**src/rtl/spi_reg_ctrl_pkg.sv**
```systemverilog
// Shared types and constants for the SPI command/register controller.
package spi_reg_pkg;

    typedef enum logic [1:0] {
        ST_IDLE,
        ST_CMD,
        ST_WR,
        ST_RD
    } state_t;

    localparam int         CMD_RD_BIT = 7;
    localparam int         ADDR_W     = 7;
    localparam logic [7:0] IDLE_TX    = 8'h55;
    localparam logic [7:0] OOR_TX     = 8'hFF;

    function automatic logic [ADDR_W-1:0] addr_inc(input logic [ADDR_W-1:0] a);
        return a + 7'd1;
    endfunction

endpackage

```
**src/rtl/spi_reg_ctrl_if.sv**
```systemverilog
// Byte-stream and register-file bundle between the SPI byte layer and the controller.
interface spi_reg_ctrl_if #(
    parameter int NREGS = 8
);
    import spi_reg_pkg::*;

    logic                  SS;
    logic                  rxValid;
    logic [7:0]            rx;
    logic [7:0]            tx;
    logic [8*NREGS-1:0]    regs;
    logic                  wrValid;
    logic [ADDR_W-1:0]     wrAddr;
    logic [7:0]            wrData;

    modport master (
        output SS, rxValid, rx,
        input  tx, regs, wrValid, wrAddr, wrData
    );

    modport slave (
        input  SS, rxValid, rx,
        output tx, regs, wrValid, wrAddr, wrData
    );

endinterface

```
**src/rtl/spi_reg_ctrl_ss_sync.sv**
```systemverilog
// Two-flop SS synchronizer with edge pulses; a fall only counts once SS has been seen high
// after reset, so a frame that straddles reset stays ignored.
module spi_ss_sync (
    input  logic clk,
    input  logic rst,
    input  logic ss_i,
    output logic fall_o,
    output logic rise_o
);

    logic       s1_q, s2_q, s3_q;
    logic [1:0] fill_q;
    logic       armed_q;

    always_ff @(posedge clk) begin
        if (rst) begin
            s1_q    <= 1'b1;
            s2_q    <= 1'b1;
            s3_q    <= 1'b1;
            fill_q  <= 2'd0;
            armed_q <= 1'b0;
        end else begin
            s1_q <= ss_i;
            s2_q <= s1_q;
            s3_q <= s2_q;
            if (fill_q != 2'd2) begin
                fill_q <= fill_q + 2'd1;
            end
            // s2 holds a real pin sample only once the preset values have drained out
            if (fill_q == 2'd2 && s2_q) begin
                armed_q <= 1'b1;
            end
        end
    end

    assign fall_o = armed_q & s3_q & ~s2_q;
    assign rise_o = s2_q & ~s3_q;

endmodule

```
**src/rtl/spi_reg_ctrl.sv**
```systemverilog
// Command decoder and register file on top of the SPI byte stream.
// Define SPI_REG_CTRL_AUTOINC_EN to advance the address after every data byte (burst access).
module spi_reg_ctrl
    import spi_reg_pkg::*;
#(
    parameter int         NREGS   = 8,
    parameter logic [7:0] RST_VAL = 8'h00
) (
    input logic           sysClk,
    input logic           usrReset,
    spi_reg_ctrl_if.slave bus
);

    logic ss_fall, ss_rise;

    spi_ss_sync u_ss_sync (
        .clk    (sysClk),
        .rst    (usrReset),
        .ss_i   (bus.SS),
        .fall_o (ss_fall),
        .rise_o (ss_rise)
    );

    state_t            state_q, state_d;
    logic [ADDR_W-1:0] addr_q, addr_d;
    logic [ADDR_W-1:0] rd_addr;
    logic              rd_en, wr_en, wr_hit;
    logic [7:0]        rd_byte;
    logic [7:0]        tx_q, tx_d;
    logic              wrValid_q, wrValid_d;
    logic [ADDR_W-1:0] wrAddr_q, wrAddr_d;
    logic [7:0]        wrData_q, wrData_d;
    logic [7:0]        regs_q [NREGS];
    logic [7:0]        regs_d [NREGS];

    function automatic logic [ADDR_W-1:0] step_addr(input logic [ADDR_W-1:0] a);
`ifdef SPI_REG_CTRL_AUTOINC_EN
        return addr_inc(a);
`else
        return a;
`endif
    endfunction

    always_comb begin
        state_d = state_q;
        addr_d  = addr_q;
        rd_en   = 1'b0;
        wr_en   = 1'b0;
        rd_addr = addr_q;
        case (state_q)
            ST_IDLE: begin
                if (ss_fall) begin
                    state_d = ST_CMD;
                end
            end
            ST_CMD: begin
                if (bus.rxValid) begin
                    addr_d = bus.rx[ADDR_W-1:0];
                    if (bus.rx[CMD_RD_BIT]) begin
                        state_d = ST_RD;
                        rd_en   = 1'b1;
                        rd_addr = bus.rx[ADDR_W-1:0];
                    end else begin
                        state_d = ST_WR;
                    end
                end
            end
            ST_WR: begin
                if (bus.rxValid) begin
                    wr_en  = 1'b1;
                    addr_d = step_addr(addr_q);
                end
            end
            ST_RD: begin
                if (bus.rxValid) begin
                    rd_en   = 1'b1;
                    addr_d  = step_addr(addr_q);
                    rd_addr = step_addr(addr_q);
                end
            end
            default: state_d = ST_IDLE;
        endcase
        // A byte landing with the SS rise is still processed above before the frame closes
        if (ss_rise) begin
            state_d = ST_IDLE;
        end
    end

    always_comb begin
        regs_d  = regs_q;
        wr_hit  = 1'b0;
        rd_byte = OOR_TX;
        for (int n = 0; n < NREGS; n++) begin
            if (wr_en && addr_q == ADDR_W'(n)) begin
                regs_d[n] = bus.rx;
                wr_hit    = 1'b1;
            end
            if (rd_addr == ADDR_W'(n)) begin
                rd_byte = regs_q[n];
            end
        end

        wrValid_d = wr_hit;
        wrAddr_d  = wr_hit ? addr_q : wrAddr_q;
        wrData_d  = wr_hit ? bus.rx : wrData_q;

        tx_d = tx_q;
        if (state_d != ST_RD) begin
            tx_d = IDLE_TX;
        end else if (rd_en) begin
            tx_d = rd_byte;
        end
    end

    always_ff @(posedge sysClk) begin
        if (usrReset) begin
            state_q   <= ST_IDLE;
            addr_q    <= '0;
            tx_q      <= IDLE_TX;
            wrValid_q <= 1'b0;
            wrAddr_q  <= '0;
            wrData_q  <= '0;
            for (int n = 0; n < NREGS; n++) begin
                regs_q[n] <= RST_VAL;
            end
        end else begin
            state_q   <= state_d;
            addr_q    <= addr_d;
            tx_q      <= tx_d;
            wrValid_q <= wrValid_d;
            wrAddr_q  <= wrAddr_d;
            wrData_q  <= wrData_d;
            regs_q    <= regs_d;
        end
    end

    assign bus.tx      = tx_q;
    assign bus.wrValid = wrValid_q;
    assign bus.wrAddr  = wrAddr_q;
    assign bus.wrData  = wrData_q;

    for (genvar g = 0; g < NREGS; g++) begin : g_regs
        assign bus.regs[8*g +: 8] = regs_q[g];
    end

endmodule

```
**src/flat_wrapper.sv**
```systemverilog
// flat-port wrapper written by rule: the top's interface ports become plain ports
module spi_reg_ctrl_flat import spi_reg_pkg::*;
#(
    parameter int         NREGS   = 8,
    parameter logic [7:0] RST_VAL = 8'h00
)
  (sysClk, usrReset, bus_SS, bus_rxValid, bus_rx, bus_tx, bus_regs, bus_wrValid, bus_wrAddr, bus_wrData);
  spi_reg_ctrl_if #(.NREGS(NREGS)) bus_i ();
  input logic sysClk;
  input logic usrReset;
  input wire logic [$bits(bus_i.SS)-1:0] bus_SS;
  input wire logic [$bits(bus_i.rxValid)-1:0] bus_rxValid;
  input wire logic [$bits(bus_i.rx)-1:0] bus_rx;
  output wire logic [$bits(bus_i.tx)-1:0] bus_tx;
  output wire logic [$bits(bus_i.regs)-1:0] bus_regs;
  output wire logic [$bits(bus_i.wrValid)-1:0] bus_wrValid;
  output wire logic [$bits(bus_i.wrAddr)-1:0] bus_wrAddr;
  output wire logic [$bits(bus_i.wrData)-1:0] bus_wrData;
  assign bus_i.SS = bus_SS;
  assign bus_i.rxValid = bus_rxValid;
  assign bus_i.rx = bus_rx;
  assign bus_tx = bus_i.tx;
  assign bus_regs = bus_i.regs;
  assign bus_wrValid = bus_i.wrValid;
  assign bus_wrAddr = bus_i.wrAddr;
  assign bus_wrData = bus_i.wrData;
  spi_reg_ctrl #(.NREGS(NREGS), .RST_VAL(RST_VAL)) u_core (.sysClk(sysClk), .usrReset(usrReset), .bus(bus_i));
endmodule
```
**config.mk**
```make
export PLATFORM = sky130hd
export DESIGN_NAME = spi_reg_ctrl_flat
export DESIGN_NICKNAME = d
export VERILOG_FILES = /design/src/rtl/spi_reg_ctrl_pkg.sv /design/src/rtl/spi_reg_ctrl_if.sv /design/src/rtl/spi_reg_ctrl_ss_sync.sv /design/src/rtl/spi_reg_ctrl.sv /design/src/flat_wrapper.sv
export SDC_FILE = /design/constraint.sdc
export NUM_CORES = 1
export LEC_CHECK = 0
export ABC_CLOCK_PERIOD_IN_PS = 3280
export BUFFER_PORTS_ARGS = -buffer_cell sky130_fd_sc_hd__buf_2
export CORE_MARGIN = 10
export CORE_UTILIZATION = 40
export CTS_CLUSTER_SIZE = 10
export DETAILED_ROUTE_END_ITERATION = 16
export PLACE_DENSITY = 0.69
export SYNTH_ARGS = -nofsm -noshare
export SYNTH_HDL_FRONTEND = slang
export SYNTH_SLANG_ARGS = --single-unit
```
**constraint.sdc**
```tcl
create_clock -name sysClk -period 3.28 [get_ports sysClk]
set_input_delay 0.164 -clock sysClk [delete_from_list [all_inputs] [get_ports sysClk]]
set_output_delay 0.164 -clock sysClk [all_outputs]
set_load 0.1 [all_outputs]
```
Yosys cells after proc, flatten, opt, wreduce, memory -nomap -nowiden:

Cells that the tools add are included.

* flip-flop bits (word level): 103
* bits in latches: 0
* RAM bits: 0
* bits in read-only memories: 0
* output and inout bits: 88
* logic and storage cells: 88
* memories: 0

* add/sub/neg operators: 1
* multipliers: 0
* divide/modulo/power cells: 0
* magnitude comparators: 0
* equality and inequality tests: 20
* shift-type cells: 0
* muxes and demuxes: 29
* bitwise operators: 5
* reductions and logical operators: 14

Operators by type and width (number)
* $mux 8: 8
* $eq 7x3->1 const B: 8
* $eq 7x2->1 const B: 4
* $mux 7: 3
* $eq 7x1->1 const B: 2
* $logic_not 7->1: 2
* $mux 1: 13
* $logic_and 1x1->1: 9
* $eq 2x2->1 const B: 3
* $mux 2: 3
* $ne 2x2->1 const B: 2
* $pmux 2 s2: 1
* $and 1x1->1: 3
* $add 2x1->2 const B: 1
* $eq 2x1->1 const B: 1
* $logic_not 2->1: 1
* $not 1->1: 2
* $pmux 1 s2: 1
* $reduce_and 2->1: 1
* $reduce_or 2->1: 1

Depth between registers and ports, before layout:

Gate-level depths: netlist (run 1).

* depth in word-level cells: 12
* depth in mapped cells: 9
* mapped depth without buffers: 6

Hierarchy:

A second synthesis (run 1) with hierarchy kept.

* cell total of the unflattened synthesis: 560
* area total of the unflattened synthesis: 4516.8 um^2

By module, submodules not included
* spi_reg_ctrl: instances 1, cells an instance 539, area each 4307.9 um^2, sequential area each 1941.9 um^2
* spi_ss_sync: instances 1, cells an instance 21, area each 209.0 um^2, sequential area each 120.1 um^2

Worst setup path after synthesis (run 1):

No wires, ideal clock.

* path type: register to register
* from: reg u_core.addr_q[3]
* to: reg u_core.regs_q, in the netlist u_core.bus.regs[4]
* data arrival time: 2204 ps
* required time: 3152 ps
* setup slack: 948 ps
* stages on the path, launching flop included: 9
* period minus slack after synthesis: 2332 ps
* cells stage by stage: dfxtp_1 or4_1 buf_2 or3_4 buf_6 or4_1 buf_4 mux2i_1 nor2_1

* word-level cells in the longest chain between the ends: 2

Ends and longest elaborated chain
* start, declared: RTL line spi_reg_ctrl.sv:25 `logic [ADDR_W-1:0] addr_q, addr_d;`
* start signal, assigned: RTL line spi_reg_ctrl.sv:128 `addr_q <= addr_d;`
* $logic_not 7->1: RTL line spi_reg_ctrl.sv:94 `if (wr_en && addr_q == ADDR_W'(n)) begin`
* $logic_and 1x1->1: RTL line spi_reg_ctrl.sv:94
* end signal, assigned: RTL line spi_reg_ctrl.sv:133 `regs_q <= regs_d;`
* end, declared: RTL line spi_reg_ctrl.sv:33 `logic [7:0] regs_q [NREGS];`

Every way passes these cells.
A chain may end at the register's enable or synchronous reset.

Worst setup path after layout (run 1):

* from: reg u_core.state_q[0]
* to: reg u_core.tx_q[3] (netlist: u_core.bus.tx[3])

* word-level cells in the longest chain between the ends: 11
* elaborated cells between the ends (all ways): 27

Ends and longest elaborated chain
* start, declared: RTL line spi_reg_ctrl.sv:24 `state_t state_q, state_d;`
* start signal, assigned: RTL line spi_reg_ctrl.sv:127 `state_q <= state_d;`
* $eq 2x1->1: RTL line spi_reg_ctrl.sv:50 `case (state_q)`
* $mux 7
* $logic_not 7->1: RTL line spi_reg_ctrl.sv:98 `if (rd_addr == ADDR_W'(n)) begin`
* $mux 8 (8 in a row): RTL line spi_reg_ctrl.sv:98
* end signal, assigned: RTL line spi_reg_ctrl.sv:129 `tx_q <= tx_d;`
* end, declared: RTL line spi_reg_ctrl.sv:29 `logic [7:0] tx_q, tx_d;`

Parallel ways exist; a longest one is shown, timed or not.

==> results.py, run 1 <==
metrics = {
    "power": {
        "p_per_area_nw_per_um2": 492,
        "share_clk_of_total_power_pct": 45.6,
        "p_leak_uw": 0.00237,
        "power_spent_charging_and_discharging_nets_uw": 659,
        "power_switching_share_pct": 24.6,
        "cell_internal_pwr_uw": 2010,
        "share_of_total_power_in_combinational_logic_pct": 6.3,
        "pwr-share-seq_pct": 48.1,
        "vdd_drop_max_mv": 0.330,
    },
    "die": {
        "initial_cell_density_of_the_core_pct": 41.3,
        "die_height_um": 126,
        "floorplan.die_area_um2": 16000,
        "die_w_um": 126,
        "floorplan.rows": 38,
        "design.core.area_um2": 11000,
        "ports_placed_on_the_boundary": 100,
    },
    "cts": {
        "cts_max_path_buffers": 2,
        "cts-root-buf": "sky130_fd_sc_hd__clkbuf_16",
        "worst_skew_pair.late_latency_ns": 0.35,
        "cts-htree-levels": 3,
        "tritoncts.num_buffers": 9,
        "cts_sinks": 103,
        "tritoncts_clock_tree": "yes",
        "cts.reportedPaths.clkPinSlew_ns": 0.08,
    },
    "grt": {
        "globalRouteOverflowTotal": 0,
        "grt_use_total_pct": 19.0,
        "vias_in_the_first_global_route": 4295,
        "antenna_found_initial": 0,
        "grt_max_degree": 92,
        "grt_pass1_wl_mm": 24.6,
    },
    "route": {
        "routed_wl_mm": 16.0,
        "firstDrtPassIters": 5,
        "drc": 0,
        "routedWlPerCell_um": 20.3,
        "via_count": 4462,
        "viasPerCell": 5.67,
        "dr.first_iter.drc_count": 386,
        "ant_nets": 0,
    },
    "timing": {
        "fmaxAchievable_mhz": 369,
        "number_of_setup_violations_in_the_final_report": 0,
        "final_max_slew_viol_count": 0,
        "timing.clock.skew_ns": 0.0126,
        "fin_tns_setup_ns": 0,
        "fin_crit_sh_pct": 82.6,
        "finalWorstPathRequiredPeriod_ns": 2.71,
        "rsz0062_at_grt": "false",
        "fin_ws_ns": 0.572,
        "max-slew-margin-rel_pct": 39.1,
        "worst_slew_pin_slew_ns": 0.914,
        "hold_viol_final": 0,
        "final_layout_worst_hold_slack_ns": 0.155,
    },
    "final_layout": {
        "n_antenna_cell": 0,
        "final_standard_cell_count_with_taps_included_and_fillers_excluded": 787,
        "area_growth_syn_to_layout_pct": 20.0,
        "drive_above_1_share_pct": 20.9,
        "num-nets-final": 655,
        "num-fill-cells": 1085,
    },
    "logic_synthesis": {
        "syn_nets": 578,
        "synth_enable_flop_cells": 0,
        "post_synth_main_area_contributors": "sky130_fd_sc_hd__dfxtp_1 45%, sky130_fd_sc_hd__nand2_1 11%, sky130_fd_sc_hd__mux2i_1 7.9%",
        "synth.cell_area_um2": 4530,
        "synth.avg_cell_area_um2": 8.02,
        "synthArstFlopShare_pct": 0,
        "synthDominantCellAreaShare_pct": 45.5,
        "netlist_top_cells_count": "127 x sky130_fd_sc_hd__nand2_1, 103 x sky130_fd_sc_hd__dfxtp_1, 64 x sky130_fd_sc_hd__a21oi_1, 63 x sky130_fd_sc_hd__nor2_1, 36 x sky130_fd_sc_hd__mux2i_1",
        "synth_seq_area_share_pct": 45.5,
        "ys.warnings.count": 0,
        "number_of_standard_cells_after_synthesis": 565,
        "postSynth.topFlopCell": "sky130_fd_sc_hd__dfxtp_1",
        "synthMostInstantiatedCell": "sky130_fd_sc_hd__nand2_1",
        "synth.largest_area_cell": "sky130_fd_sc_hd__dfxtp_1",
        "ys_types": 50,
        "synth-seq-cells": 103,
    },
    "worst_hold_path": {
        "holdCritStartpoint": "usrReset",
        "hold_path.class": "input port to register",
    },
    "placed_design": {
        "placedCellCount": 770,
        "place_hpwl_mm": 11.5,
        "dpl_worst_slack_ns": 0.662,
        "io_buffers": 99,
        "finalWeightedCongestion": 0.908,
    },
    "worst_setup_path": {
        "timing.critical_path.arrival_ns": 2.98,
        "end_kind": "register",
        "crit_path_max_fanout": 12,
        "crit_required_ns": 3.55,
        "worstReg2RegStart": "u_core.state_q[0]$_SDFF_PP0_",
        "critical_path.startpoint": "u_core.state_q[0]$_SDFF_PP0_",
        "path_class": "register to register",
        "start_kind": "register",
    },
    "run": {
        "maxCapViolCount": 0,
    },
    "status": {
        "outcome": "complete, no violations",
    },
}
==> through the flow <==
| step | cell area, µm² | util, % | power, µW |
|---|---|---|---|
| 3_3_place_gp | 5080 | 46.3 | 1470 |
| 5_1_grt | 5440 | 49.5 | 2760 |
| 6_report | 5440 | 49.5 | 2670 |
| 2_1_floorplan | 4530 | - | 1430 |
| 4_1_cts | 5440 | 49.5 | 2680 |
| 3_5_place_dp | 5080 | 46.3 | 1480 |
==> cell usage in the layout, fill, tap and decap left out, types with 3 or more instances in the layout <==
cell                        count
sky130_fd_sc_hd__a21oi_1       64
sky130_fd_sc_hd__a2bb2oi_1      3
sky130_fd_sc_hd__a31oi_1        5
sky130_fd_sc_hd__and2_1         9
sky130_fd_sc_hd__and3_1         3
sky130_fd_sc_hd__buf_2         99
sky130_fd_sc_hd__buf_4          6
sky130_fd_sc_hd__clkbuf_16      9
sky130_fd_sc_hd__dfxtp_1      103
sky130_fd_sc_hd__inv_1          3
sky130_fd_sc_hd__mux2_2         3
sky130_fd_sc_hd__mux2i_1       36
sky130_fd_sc_hd__nand2_1      127
sky130_fd_sc_hd__nand2b_1       3
sky130_fd_sc_hd__nand3_1        8
sky130_fd_sc_hd__nor2_1        63
sky130_fd_sc_hd__nor2b_1        3
sky130_fd_sc_hd__nor3_1         7
sky130_fd_sc_hd__nor3_2         3
sky130_fd_sc_hd__nor4_1         7
sky130_fd_sc_hd__o211ai_1       3
sky130_fd_sc_hd__o21ai_0       12
sky130_fd_sc_hd__o22a_1         4
sky130_fd_sc_hd__o22ai_1       14
sky130_fd_sc_hd__o32a_1         3
sky130_fd_sc_hd__or2_2          5
sky130_fd_sc_hd__or3_1          3
sky130_fd_sc_hd__or4_1          5
==> kinds of logic (layout without fill, tap and decap cells) <==
group / count (synthesis) / in the layout / share of synthesized area, %
flip-flops: 103 / 103 / 45.5
adder cells (fa/ha/maj): 1 / 1 / 0.276
XOR/XNOR: 1 / 1 / 0.193
buffers and inverters: 43 / 125 / 3.95
AND/OR/NAND/NOR: 254 / 254 / 25.0
AO/OA/AOI/OAI: 124 / 124 / 16.5
multiplexers: 39 / 39 / 8.69
==> registers in the layout, summed over array words and instances, names as in the netlist <==
name                      flops
u_core.u_ss_sync.armed_q      1
u_core.u_ss_sync.fill_q       2
u_core.bus.tx                 8
u_core.u_ss_sync.s2_q         1
u_core.u_ss_sync.s1_q         1
u_core.bus.wrAddr             7
u_core.bus.wrValid            1
u_core.addr_q                 7
u_core.bus.regs              64
u_core.u_ss_sync.s3_q         1
u_core.state_q                2
u_core.bus.wrData             8
==> layer usage <==
layer  track usage (%)  vias to the layer above  routed length (µm)
met4              6.16                        0                 346
li1                  -                     2111                   -
met1              24.5                     2113                6670
met3              4.29                       27                1350
met2              30.6                      211                7590
met5                 0                        -                   0
==> critical path, stage by stage, from the launching register on <==
cell                       delay (ns)
sky130_fd_sc_hd__dfxtp_1         0.57
sky130_fd_sc_hd__and4b_1         0.57
sky130_fd_sc_hd__nor4_1          0.09
sky130_fd_sc_hd__a31oi_1         0.54
sky130_fd_sc_hd__o22ai_1         0.18
sky130_fd_sc_hd__or4_1           0.56
sky130_fd_sc_hd__o211ai_1        0.12
==> power by group through the flow <==
stage / sequential (µW) / clock, µW / combinational, µW
after floorplan: 1320 / 0 / 112
after global placement: 1310 / 0 / 161
after detailed placement: 1320 / 0 / 165
after CTS: 1290 / 1230 / 167
after global routing: 1290 / 1280 / 188
final: 1290 / 1220 / 168
==> path summary, 6_finish.rpt <==
kind                                                          to  slack [ns]  cells after the start
worst min register to register  u_core.u_ss_sync.s2_q$_SDFF_PP1_        0.42                      1
worst max register to register     u_core.bus.tx[3]$_SDFFE_PP0P_        0.57                      6
worst min-delay path                u_core.state_q[0]$_SDFF_PP0_        0.16                      3
worst max-delay path               u_core.bus.tx[3]$_SDFFE_PP0P_        0.57                      6
==> cell type report <==
class	count	area (µm²)	share of cell area, %
well taps	140	175	3.22
multi-input cells	419	2290	42.1
inverters	3	11.3	0.207
repair buffers	106	551	10.1
clock buffers	9	225	4.14
flip-flops and latches	103	2060	37.9
clock inverters	7	123	2.25
==> timing repair <==
| item | CTS | global route |
|---|---|---|
| hold buffers | 1 | 0 |
| gates resized for setup | 0 | 0 |
| buffers inserted | 0 | 0 |
| hold endpoints to repair | 1 | 0 |
Note: power is estimated with default switching activity, not from simulation.
==> run 2: changes to the inputs <==
--- a/config.mk
+++ b/config.mk
@@ -5,7 +5,7 @@
 export SDC_FILE = /design/constraint.sdc
 export NUM_CORES = 1
 export LEC_CHECK = 0
-export ABC_CLOCK_PERIOD_IN_PS = 3280
+export ABC_CLOCK_PERIOD_IN_PS = 2700
 export BUFFER_PORTS_ARGS = -buffer_cell sky130_fd_sc_hd__buf_2
 export CORE_MARGIN = 10
 export CORE_UTILIZATION = 40
==> constraint.sdc (replaced) <==
create_clock -name sysClk -period 2.7 [get_ports sysClk]
set_input_delay 0.135 -clock sysClk [delete_from_list [all_inputs] [get_ports sysClk]]
set_output_delay 0.135 -clock sysClk [all_outputs]
set_load 0.1 [all_outputs]
==> run 2 against run 1 <==
Against the previous run: largest power group unchanged; core utilization rose by 1.3 points; setup slack worse by 0.43 ns; worst hold slack worse by 0.055 ns; via count is 3.2% higher; register-to-register slack lost 0.43 ns; cell count up 3.0%.
==> results.py, run 2 (same netlist as run 1, synthesis figures left out) <==
metrics = {
    "die": {
        "die_w_um": 126,
        "floorplan.rows": 38,
        "floorplan.die_area_um2": 16000,
        "die_height_um": 126,
        "design.core.area_um2": 11000,
        "initial_cell_density_of_the_core_pct": 41.3,
        "ports_placed_on_the_boundary": 100,
    },
    "final_layout": {
        "layout_common_cells": "127 x sky130_fd_sc_hd__nand2_1, 103 x sky130_fd_sc_hd__dfxtp_1, 99 x sky130_fd_sc_hd__buf_2, 64 x sky130_fd_sc_hd__a21oi_1, 63 x sky130_fd_sc_hd__nor2_1",
        "largest_register_ff_count": 64,
        "n_antenna_cell": 0,
        "layout_commonest_cell": "sky130_fd_sc_hd__nand2_1",
        "num-nets-final": 679,
        "drive_above_1_share_pct": 23.7,
        "area_growth_syn_to_layout_pct": 23.1,
        "num-fill-cells": 1090,
    },
    "timing": {
        "fin_crit_sh_pct": 94.6,
        "rsz0062_at_grt": "false",
        "final_max_slew_viol_count": 0,
        "number_of_setup_violations_in_the_final_report": 0,
        "final_layout_worst_hold_slack_ns": 0.100,
        "fmaxAchievable_mhz": 391,
        "finalWorstPathRequiredPeriod_ns": 2.56,
        "timing.clock.skew_ns": 0.00372,
        "fin_tns_setup_ns": 0,
        "worst_slew_pin_slew_ns": 0.937,
        "hold_viol_final": 0,
        "max-slew-margin-rel_pct": 37.6,
    },
    "power": {
        "vdd_drop_max_mv": 0.563,
        "p_leak_uw": 0.00248,
        "p_per_area_nw_per_um2": 553,
    },
    "worst_setup_path": {
        "start_kind": "register",
        "critical_path.slowest_cell": "sky130_fd_sc_hd__or4_1",
        "end_kind": "register",
        "timing.critical_path.arrival_ns": 2.75,
        "critPathMaxStageDelay_ns": 0.67,
        "cp_most_frequent_cell": "sky130_fd_sc_hd__or4_1",
        "critical_path.startpoint": "u_core.addr_q[3]$_SDFFE_PP0P_",
        "worstPathCellList": "or4_1 -> or3_4 -> or4_1 -> mux2i_1 -> nor2_1",
        "crit_path_max_fanout": 8,
        "path_class": "register to register",
        "worstReg2RegStart": "u_core.addr_q[3]$_SDFFE_PP0P_",
        "crit_required_ns": 2.90,
    },
    "grt": {
        "grt_max_degree": 92,
        "grt_util_met1_pct": 25.0,
        "grt_use_total_pct": 19.4,
        "vias_in_the_first_global_route": 4516,
        "globalRouteOverflowTotal": 0,
        "grt.met3_usage_pct": 4.41,
        "grt_busiest_layer": "met2",
        "antenna_found_initial": 0,
        "groute.layer.met2.usage_pct": 31.0,
        "grt_pass1_wl_mm": 25.3,
    },
    "cts": {
        "cts.reportedPaths.clkPinSlew_ns": 0.07,
        "worst_skew_pair.late_latency_ns": 0.35,
        "post-cts-setup-buffers": 0,
        "cts_max_path_buffers": 2,
        "tritoncts.num_buffers": 9,
        "cts-root-buf": "sky130_fd_sc_hd__clkbuf_16",
        "tritoncts_clock_tree": "yes",
        "cts_sinks": 103,
        "cts-htree-levels": 3,
    },
    "placed_design": {
        "io_buffers": 99,
        "finalWeightedCongestion": 0.968,
        "place_hpwl_mm": 12.0,
    },
    "route": {
        "routed_wl_mm": 16.1,
        "routedWlPerCell_um": 19.8,
        "firstDrtPassIters": 5,
        "drc": 0,
        "viasPerCell": 5.68,
        "dr.first_iter.drc_count": 393,
        "ant_nets": 0,
        "via_count": 4604,
    },
    "run": {
        "maxCapViolCount": 0,
    },
    "worst_hold_path": {
        "hold_path.class": "input port to register",
        "holdCritStartpoint": "bus_rx[7]",
    },
    "status": {
        "outcome": "complete, no violations",
    },
}
==> run 2: cell count changes in the layout (fill, tap and decap cells not counted), sizes merged <==
cell / delta
buf: +24
clkinv: +2
bufinv: -1
inv: -1
==> run 2: power breakdown <==
group	internal, µW	total [µW]	switching, µW
clock network	722	1300	582
registers	1540	1560	16.6
logic	73.4	221	147
total	2340	3080	746
==> run 2: per-stage QoR <==
step / cells / utilization (%) / total power (µW) / setup WS [ns] / area [µm²]
final: 811 / 50.8 / 3080 / 0.145 / 5580
after global routing: 811 / 50.8 / 3190 / 0.0615 / 5580
after CTS: 811 / 50.8 / 3100 / 0.150 / 5580
after detailed placement: 794 / 48.0 / 1810 / 0.198 / 5270
after global placement: 794 / 48.0 / 1800 / 0.247 / 5270
after floorplan: 565 / - / 1730 / 0.368 / 4530
==> run 2: final timing paths <==
check / end / slack [ns] / depth (start not counted)
min reg2reg: u_core.u_ss_sync.s2_q$_SDFF_PP1_ / 0.41 / 1
max reg2reg: u_core.bus.regs[37]$_SDFFE_PP0P_ / 0.14 / 5
min: u_core.bus.regs[23]$_SDFFE_PP0P_ / 0.1 / 3
max: u_core.bus.regs[37]$_SDFFE_PP0P_ / 0.14 / 5
==> run 2: final cells by class <==
cell class                 instances  area (µm²)  share of cell area (%)
multi-input combinational        419        2290                    41.1
inverter                           3        11.3                   0.202
tap                              140         175                    3.14
clock inverter                     7        72.6                    1.30
timing repair buffer             130         743                    13.3
clock buffer                       9         225                    4.03
sequential                       103        2060                    36.9
==> run 2: worst max-delay path, delay by kind of cell (launching register included) <==
| kind | cells | cell delay [ns] |
|---|---|---|
| flops | 1 | 0.32 |
| simple gates | 4 | 1.83 |
| mux | 1 | 0.26 |
==> run 2: timing repair <==
item | 4_1_cts | 5_1_grt
endpoints found under the hold margin | 1 | 0
setup endpoints to repair | 0 | 0
hold buffers | 1 | 0
gates resized for setup | 0 | 0
==> run 2: layer usage <==
metal | up-vias | share of wire (%)
met5 | - | 0
met1 | 2195 | 43
li1 | 2162 | -
met4 | 0 | 2.2
met2 | 217 | 48
met3 | 30 | 7.7
